--- config.mk ---
export PLATFORM = sky130hd
export DESIGN_NAME = fifo_word_serializer
export DESIGN_NICKNAME = d
export VERILOG_FILES = /design/src/rtl/fifo_ser_pkg.sv /design/src/rtl/fifo_ser_shifter.sv /design/src/rtl/fifo_word_serializer.sv
export SDC_FILE = /design/constraint.sdc
export NUM_CORES = 1
export LEC_CHECK = 0
export ABC_AREA = 0
export CORE_MARGIN = 4
export CORE_UTILIZATION = 48
export CTS_CLUSTER_SIZE = 16
export DETAILED_ROUTE_END_ITERATION = 8
export PLACE_DENSITY = 0.77
export SKIP_LAST_GASP = 1
export SLEW_MARGIN = 30
export SYNTH_ARGS = -nofsm -noshare
export SYNTH_HDL_FRONTEND = slang
export SYNTH_HIERARCHICAL = 1
export SYNTH_SLANG_ARGS = --single-unit
--- constraint.sdc ---
create_clock -name clock -period 2 [get_ports clock]
set_clock_uncertainty 0.2 [all_clocks]
set_input_delay 0.3 -clock clock [delete_from_list [all_inputs] [get_ports clock]]
set_output_delay 0.3 -clock clock [all_outputs]
set_load 0.01 [all_outputs]
--- src/rtl/fifo_ser_pkg.sv ---
// Shared definitions for the FIFO word serializer: state encoding,
// default widths and the symbol parity helper.
// Optional feature macro: FIFO_SER_PARITY_EN (adds out_parity).
package fifo_ser_pkg;

    localparam int DEFAULT_DATA_W = 32;
    localparam int DEFAULT_BYTE_W = 8;

    // Widest symbol the parity helper accepts; narrower symbols are zero-extended.
    localparam int MAX_SYM_W = 64;

    // Serializer FSM state encoding.
    localparam logic [1:0] ST_IDLE  = 2'd0;
    localparam logic [1:0] ST_READ  = 2'd1;
    localparam logic [1:0] ST_WAIT  = 2'd2;
    localparam logic [1:0] ST_SHIFT = 2'd3;

    // XOR reduction of a symbol; zero extension does not change the result.
    function automatic logic sym_parity(input logic [MAX_SYM_W-1:0] sym);
        return ^sym;
    endfunction

endpackage

--- src/rtl/fifo_ser_shifter.sv ---
// Word shift register and symbol counter for the FIFO word serializer.
// A load captures a full word; every shift retires the top symbol (MSB-first).
// The last flag is kept as a register so it is valid the cycle the symbol is.
// Optional feature macro: FIFO_SER_PARITY_EN (adds the parity output).
module fifo_ser_shifter
    import fifo_ser_pkg::*;
#(
    parameter int DATA_W = DEFAULT_DATA_W,
    parameter int BYTE_W = DEFAULT_BYTE_W
) (
    input  logic              clock,
    input  logic              reset,
    input  logic              load,
    input  logic              shift,
    input  logic [DATA_W-1:0] data,
    output logic [BYTE_W-1:0] symbol,
    output logic              last
`ifdef FIFO_SER_PARITY_EN
    ,
    output logic              parity
`endif
);

    localparam int NB    = DATA_W / BYTE_W;
    localparam int CNT_W = (NB > 1) ? $clog2(NB) : 1;
    localparam logic [CNT_W-1:0] CNT_ZERO = '0;
    localparam logic [CNT_W-1:0] CNT_ONE  = CNT_W'(1);
    localparam logic [CNT_W-1:0] CNT_LAST = CNT_W'(NB - 1);

    logic [DATA_W-1:0] shreg_r;
    logic [DATA_W-1:0] shreg_nxt_s;
    logic [CNT_W-1:0]  cnt_r;
    logic [CNT_W-1:0]  cnt_nxt_s;
    logic [CNT_W-1:0]  cnt_inc_s;
    logic              last_r;
    logic              last_nxt_s;

    assign cnt_inc_s = cnt_r + CNT_ONE;

    // Next-state of shift register, counter and last flag.
    always_comb begin
        shreg_nxt_s = shreg_r;
        cnt_nxt_s   = cnt_r;
        last_nxt_s  = last_r;
        if (load) begin
            shreg_nxt_s = data;
            cnt_nxt_s   = CNT_ZERO;
            last_nxt_s  = (NB == 1);
        end else if (shift) begin
            shreg_nxt_s = shreg_r << BYTE_W;
            if (last_r) begin
                // Word fully sent: park counter and flag until the next load.
                cnt_nxt_s  = CNT_ZERO;
                last_nxt_s = 1'b0;
            end else begin
                cnt_nxt_s  = cnt_inc_s;
                last_nxt_s = (cnt_inc_s == CNT_LAST);
            end
        end else begin
            shreg_nxt_s = shreg_r;
            cnt_nxt_s   = cnt_r;
            last_nxt_s  = last_r;
        end
    end

    // Shifter state registers with synchronous reset.
    always_ff @(posedge clock) begin
        if (reset) begin
            shreg_r <= '0;
            cnt_r   <= CNT_ZERO;
            last_r  <= 1'b0;
        end else begin
            shreg_r <= shreg_nxt_s;
            cnt_r   <= cnt_nxt_s;
            last_r  <= last_nxt_s;
        end
    end

    assign symbol = shreg_r[DATA_W-1 -: BYTE_W];
    assign last   = last_r;

`ifdef FIFO_SER_PARITY_EN
    logic parity_r;

    // Parity of the symbol that will be presented next cycle, so it moves with symbol.
    always_ff @(posedge clock) begin
        if (reset) begin
            parity_r <= 1'b0;
        end else begin
            parity_r <= sym_parity(MAX_SYM_W'(shreg_nxt_s[DATA_W-1 -: BYTE_W]));
        end
    end

    assign parity = parity_r;
`endif

endmodule

--- src/rtl/fifo_word_serializer.sv ---
// Reads words from an upstream FIFO and emits them as BYTE_W symbols,
// MSB-first, with a valid/ready handshake. One word is in flight at most:
// the read strobe is only raised in READ, and only when the FIFO is non-empty.
// Latency: trigger in cycle k -> fifo_read in k+1 -> out_valid in k+3.
// Optional feature macro: FIFO_SER_PARITY_EN (adds out_parity = ^out_data).
module fifo_word_serializer
    import fifo_ser_pkg::*;
#(
    parameter int DATA_W = DEFAULT_DATA_W,
    parameter int BYTE_W = DEFAULT_BYTE_W
) (
    input  logic              clock,
    input  logic              reset,
    input  logic              enable,
    input  logic              fifo_empty,
    output logic              fifo_read,
    input  logic [DATA_W-1:0] fifo_data,
    output logic [BYTE_W-1:0] out_data,
    output logic              out_valid,
    input  logic              out_ready,
    output logic              out_last,
    output logic              busy
`ifdef FIFO_SER_PARITY_EN
    ,
    output logic              out_parity
`endif
);

    logic [1:0] state_r;
    logic [1:0] state_nxt_s;
    logic       fifo_read_r;
    logic       out_valid_r;
    logic       busy_r;
    logic       start_ok_s;
    logic       load_s;
    logic       shift_s;
    logic       sym_last_s;

    // A new read is allowed only when enabled and the FIFO has data right now.
    assign start_ok_s = enable && !fifo_empty;
    assign load_s     = (state_r == ST_WAIT);
    assign shift_s    = (state_r == ST_SHIFT) && out_ready;

    // FSM next-state decision.
    always_comb begin
        state_nxt_s = state_r;
        case (state_r)
            ST_IDLE: begin
                if (start_ok_s) begin
                    state_nxt_s = ST_READ;
                end else begin
                    state_nxt_s = ST_IDLE;
                end
            end
            ST_READ: begin
                state_nxt_s = ST_WAIT;
            end
            ST_WAIT: begin
                state_nxt_s = ST_SHIFT;
            end
            ST_SHIFT: begin
                if (out_ready && sym_last_s) begin
                    if (start_ok_s) begin
                        state_nxt_s = ST_READ;
                    end else begin
                        state_nxt_s = ST_IDLE;
                    end
                end else begin
                    state_nxt_s = ST_SHIFT;
                end
            end
            default: begin
                state_nxt_s = ST_IDLE;
            end
        endcase
    end

    // State and registered control outputs, decoded from the next state.
    always_ff @(posedge clock) begin
        if (reset) begin
            state_r     <= ST_IDLE;
            fifo_read_r <= 1'b0;
            out_valid_r <= 1'b0;
            busy_r      <= 1'b0;
        end else begin
            state_r     <= state_nxt_s;
            fifo_read_r <= (state_nxt_s == ST_READ);
            out_valid_r <= (state_nxt_s == ST_SHIFT);
            busy_r      <= (state_nxt_s != ST_IDLE);
        end
    end

    fifo_ser_shifter #(
        .DATA_W (DATA_W),
        .BYTE_W (BYTE_W)
    ) u_shifter (
        .clock  (clock),
        .reset  (reset),
        .load   (load_s),
        .shift  (shift_s),
        .data   (fifo_data),
        .symbol (out_data),
        .last   (sym_last_s)
`ifdef FIFO_SER_PARITY_EN
        ,
        .parity (out_parity)
`endif
    );

    assign fifo_read = fifo_read_r;
    assign out_valid = out_valid_r;
    assign out_last  = sym_last_s;
    assign busy      = busy_r;

endmodule

# Yosys cells after proc, flatten, opt, wreduce, memory -nomap -nowiden

Index checks and enable logic that the tools add are counted.
Widths: inputs -> output; s select.

Flip-flop bits (word level): 40
Input port bits: 37

Muxes and demuxes: 7
Reduce and logical (&&, ||, !) cells: 8
Eq/ne operators: 6
$add $sub $neg: 1

Operators by type and width:

| operator            | number |
|---|---|
| $mux 32             | 2 |
| $eq 2x2->1 const B  | 4 |
| $pmux 2 s4          | 1 |
| $eq 2x1->1 const B  | 2 |
| $mux 2              | 2 |
| $reduce_bool 2->1   | 2 |
| $logic_and 1x1->1   | 3 |
| $add 2x1->2 const B | 1 |
| $logic_not 2->1     | 1 |
| $mux 1              | 2 |
| $reduce_or 2->1     | 1 |
| $logic_not 1->1     | 1 |

# Longest topological paths before layout

Depth in word-level cells: 6
Mapped depth: 5
Depth with buffers taken out: 4

# Modules after synthesis

The synthesis kept the hierarchy.

Modules (own cells, without submodules):

| module               | area each (sq um) | cells each | seq. area each (sq um) | instances |
|---|---|---|---|---|
| fifo_ser_shifter     | 1730.4            | 166        | 700.7                  | 1 |
| fifo_word_serializer | 182.7             | 20         | 100.1                  | 1 |

# Worst setup path before layout

No wires, ideal clock.

Path kind: flip-flop to flip-flop
Start point: register state_r[1]
End point: register u_shifter.shreg_r[22]
Arrival time: 1198 ps
Cell stages (with the launch flop): 6
Buffers on the path: 1
Slack: 516 ps
Cells stage by stage: dfxtp_1 inv_1 nor2_1 inv_1 buf_2 a211oi_1

Elaborated cells on any way between the ends: 5

RTL lines:

| what                                         | line                       | source |
|---|---|---|
| from (decl)                                  | fifo_word_serializer.sv:29 | `logic [1:0] state_r;` |
| from (signal assigned)                       | fifo_word_serializer.sv:86 | `state_r <= state_nxt_s;` |
| $eq 2x2->1 (*)                               | fifo_word_serializer.sv:41 | `assign load_s = (state_r == ST_WAIT);` |
| named net load_s                             | fifo_word_serializer.sv:35 | `logic load_s;` |
| $mux 32 or $reduce_bool 2->1 (tied branches) | --                         |  |
| to (signal assigned)                         | fifo_ser_shifter.sv:73     | `shreg_r <= shreg_nxt_s;` |
| to (decl)                                    | fifo_ser_shifter.sv:30     | `logic [DATA_W-1:0] shreg_r;` |

Mark *: on every way through the listed nets, which the timed path passes. The rest lies on a longest branch.
A chain may end at the register's enable or synchronous reset.

# Worst setup path in the final report

Start point: register u_shifter.last_r (netlist: u_shifter/last)
End point: output port out_last

RTL lines:

| what                   | line                       | source |
|---|---|---|
| from (decl)            | fifo_ser_shifter.sv:35     | `logic last_r;` |
| from (signal assigned) | fifo_ser_shifter.sv:75     | `last_r <= last_nxt_s;` |
| to (decl)              | fifo_word_serializer.sv:21 | `output logic out_last,` |

No word-level cell between the ends.

==> results.py <==
metrics = {
    "critical_path": {
        "critical_path_endpoint": "out_last",
        "master_of_the_slowest_instance_on_the_critical_path": "sky130_fd_sc_hd__clkdlybuf4s50_1",
        "critical_path_arrival_ns": 1.29,
        "worstSetupStartpoint": "u_shifter/last",
        "worst_r2r_startpoint": "state_r[0]",
        "r2r.worst_path.cells": 4,
        "critical_path_class": "reg -> out",
        "critical_path_required_ns": 1.50,
        "cp_cell_sequence": "clkdlybuf4s50_1",
        "cp_num_cells": 1,
        "regToRegSetupSlack_ns": 0.33,
        "critical_path_endpoint_category": "output port",
        "timing.critical_path.slowest_cell_delay_ns": 0.57,
        "critical_path.max_fanout": 6,
        "worst_r2r_endpoint": "u_shifter/shreg_r[27]",
        "critical_path.startpoint_type": "flop",
        "top_cell_family_by_delay_on_the_critical_path": "buffers and inverters",
        "worst-path-buf-inv": 1,
    },
    "route": {
        "viasPerCell": 5.269,
        "drt_pass1_iterations": 4,
        "routed-via-count": 1449,
        "wirelength_um": 4054,
        "route.antenna.remaining_nets": 0,
        "wire_per_inst_um": 14.74,
        "drt_drc_violations_left": 0,
        "dr.first_iter.drc_count": 41,
    },
    "global_routing": {
        "grt_max_degree": 43,
        "met2_usage_pct": 29.35,
        "grt_first_pass_wirelength_um": 6603,
        "met3_usage_pct": 5.824,
        "grt_antenna_before_repair": 0,
        "grt_remaining_overflow": 0,
        "grt_busiest_layer": "met2",
        "global_route_usage_sum_pct": 16.47,
        "met1_usage_pct": 18.40,
        "first_global_vias": 1480,
    },
    "synthesis": {
        "synth-edff-count": 0,
        "yosys.cell_count.top_type": "sky130_fd_sc_hd__dfxtp_1",
        "postSynthNetCount": 224,
        "mappedNetlistArea_um2": 1913,
        "synthesis.instances": 186,
        "synthTopCellsByArea": "sky130_fd_sc_hd__dfxtp_1 42%, sky130_fd_sc_hd__mux2i_1 13%, sky130_fd_sc_hd__a211oi_2 10%",
        "synth_top_flop_cell": "sky130_fd_sc_hd__dfxtp_1",
        "yosys_warnings": 6,
        "synth_area_leader_cell": "sky130_fd_sc_hd__dfxtp_1",
        "synth.yosys.seq_area_share_pct": 41.86,
        "yosys.cell_types.count": 24,
        "post-synth-top-area-fraction_pct": 41.86,
        "syn-mean-instance-area_um2": 10.29,
        "postSynthRegisterBits": 40,
        "async_flop_share_pct": 0,
        "netlist_top_cells_count": "40 x sky130_fd_sc_hd__dfxtp_1, 24 x sky130_fd_sc_hd__mux2i_1, 24 x sky130_fd_sc_hd__nor2b_1, 16 x sky130_fd_sc_hd__a211oi_2, 12 x sky130_fd_sc_hd__a21oi_1",
    },
    "sta": {
        "setup_repair_after_global_routing_missed_its_margin": "false",
        "final_max_slew_viol_count": 0,
        "fin_crit_sh_pct": 89.27,
        "hold-worst-slack_ns": 0.2899,
        "timing.setup.tns_ns": 0,
        "worstMarginPinSlew_ns": 0.5800,
        "final-setup-viol-count": 0,
        "setup_slack_ns": 0.2145,
        "timing.final.crit_period_ns": 1.785,
        "relSlewSlack_pct": 61.33,
        "hold_viol": 0,
        "timing.fmax_mhz": 560.1,
    },
    "power_and_ir_drop": {
        "seq_power_share_pct": 51.0,
        "power-per-cell-area_nw_per_um2": 711.6,
        "power_mw": 1.756,
        "switching_share_pct": 24.86,
        "power.internal_mw": 1.319,
        "comb_power_share_pct": 18.1,
        "irDropWorstVdd_v": 0.0004850,
        "switching_power_mw": 0.4364,
        "cellLeakagePower_nw": 0.8038,
        "power_frac_clock_pct": 30.8,
    },
    "finish": {
        "antenna_cells": 0,
        "nNetsFinal": 264,
        "final-instance-count-excl-fill": 275,
        "num-fill-cells": 313,
        "area_growth_pct": 28.97,
        "post_route_cells_drive_above_1_share_pct": 16.30,
    },
    "floorplan": {
        "fp.dieArea_um2": 5059,
        "pin_count": 49,
        "row_count": 22,
        "core-area_um2": 3744,
        "chipWidth_um": 71.13,
        "chipHeight_um": 71.13,
        "initial_utilization_pct": 51.10,
    },
    "clocking": {
        "clock-root-buffer": "sky130_fd_sc_hd__clkbuf_8",
        "cts_max_level": 2,
        "numCtsBuffers": 5,
        "clk_pin_slew_ns": 0.07,
        "clk_path_buf_depth": 2,
        "clock_insertion_delay_worst_skew_ns": 0.29,
        "post_cts_sizing_count": 0,
        "cts-hold-fix-buffers": 0,
        "tritoncts_clock_tree": "done",
        "postCtsSetupRepairBufs": 0,
        "clkSinkCount": 40,
    },
    "worst_hold_path": {
        "min-delay-path-class": "reg -> reg",
        "hold_path_startpoint": "u_shifter/cnt_r[1]",
    },
    "placed_design": {
        "dp_cells": 267,
        "place.port_buffers": 48,
        "gp_routability_congestion": 0.7682,
        "dp_hpwl_um": 2887,
        "worst_case_setup_slack_after_placement_ns": -0.02744,
    },
    "flow_run": {
        "cap_violations": 0,
    },
    "status": {
        "run_status": "completed",
    },
}
-- how the worst min path moves through the flow --
stage                         endpoint  slack (ns)  cells after the start
finish              u_shifter/cnt_r[1]        0.29                      2
global route        u_shifter/cnt_r[1]        0.31                      2
CTS                 u_shifter/cnt_r[1]        0.29                      2
detailed placement  u_shifter/cnt_r[1]        0.28                      2
global placement    u_shifter/cnt_r[1]        0.26                      2
floorplan                    out_valid        0.17                      1
-- cells in the final DEF (no fill, tap or decap), types with 3 or more instances in the layout --
| cell type | instances |
|---|---|
| sky130_fd_sc_hd__buf_4 | 5 |
| sky130_fd_sc_hd__nand2b_1 | 4 |
| sky130_fd_sc_hd__a211oi_2 | 16 |
| sky130_fd_sc_hd__nor2_1 | 4 |
| sky130_fd_sc_hd__mux2i_1 | 24 |
| sky130_fd_sc_hd__a21oi_1 | 12 |
| sky130_fd_sc_hd__clkdlybuf4s50_1 | 47 |
| sky130_fd_sc_hd__a211oi_1 | 8 |
| sky130_fd_sc_hd__dfxtp_1 | 40 |
| sky130_fd_sc_hd__inv_1 | 3 |
| sky130_fd_sc_hd__or3b_1 | 10 |
| sky130_fd_sc_hd__nor2b_1 | 24 |
| sky130_fd_sc_hd__clkbuf_8 | 6 |
| sky130_fd_sc_hd__nand2_1 | 9 |
-- metal layers --
metal  routed length (um)  share of wire [%]
met1                 1679                 41
met2                 2138                 53
met3                  207                5.1
met4                   29               0.72
met5                    0                  0
-- state kept, by name, indices dropped and copies added, names as in the netlist --
name	cells
state_r	2
u_shifter/shreg_r	32
out_valid	1
busy	1
u_shifter/cnt_r	2
fifo_read	1
u_shifter/last	1
-- area by class of cell --
type	instances	area [um2]	area share (%)
multi-input combinational	121	949.7	38.49
clock inverter	2	10.01	0.4057
sequential	40	800.8	32.45
tap	48	60.06	2.434
clock buffer	6	82.58	3.347
inverter	3	11.26	0.4564
timing repair buffer	55	553.0	22.41
-- cells by family after synthesis --
family | synth area share [%]
compound gates | 17.40
buf+inv | 8.633
flops | 41.86
simple gates | 18.90
mux | 12.56
fa+ha+maj | 0.6539
-- stage by stage --
stage / util, % / area (um2)
2_1_floorplan: - / 1913
3_3_place_gp: 63.44 / 2375
3_5_place_dp: 63.44 / 2375
4_1_cts: 65.91 / 2467
5_1_grt: 65.91 / 2467
6_report: 65.91 / 2467
-- power groups by stage --
stage	Sequential (mW)	Combinational [mW]	Clock (mW)
5_1_grt	0.901	0.346	0.592
2_1_floorplan	0.902	0.196	0
3_5_place_dp	0.913	0.320	0
4_1_cts	0.895	0.322	0.554
6_report	0.896	0.319	0.541
3_3_place_gp	0.910	0.311	0
(Power assumes the default switching activity.)
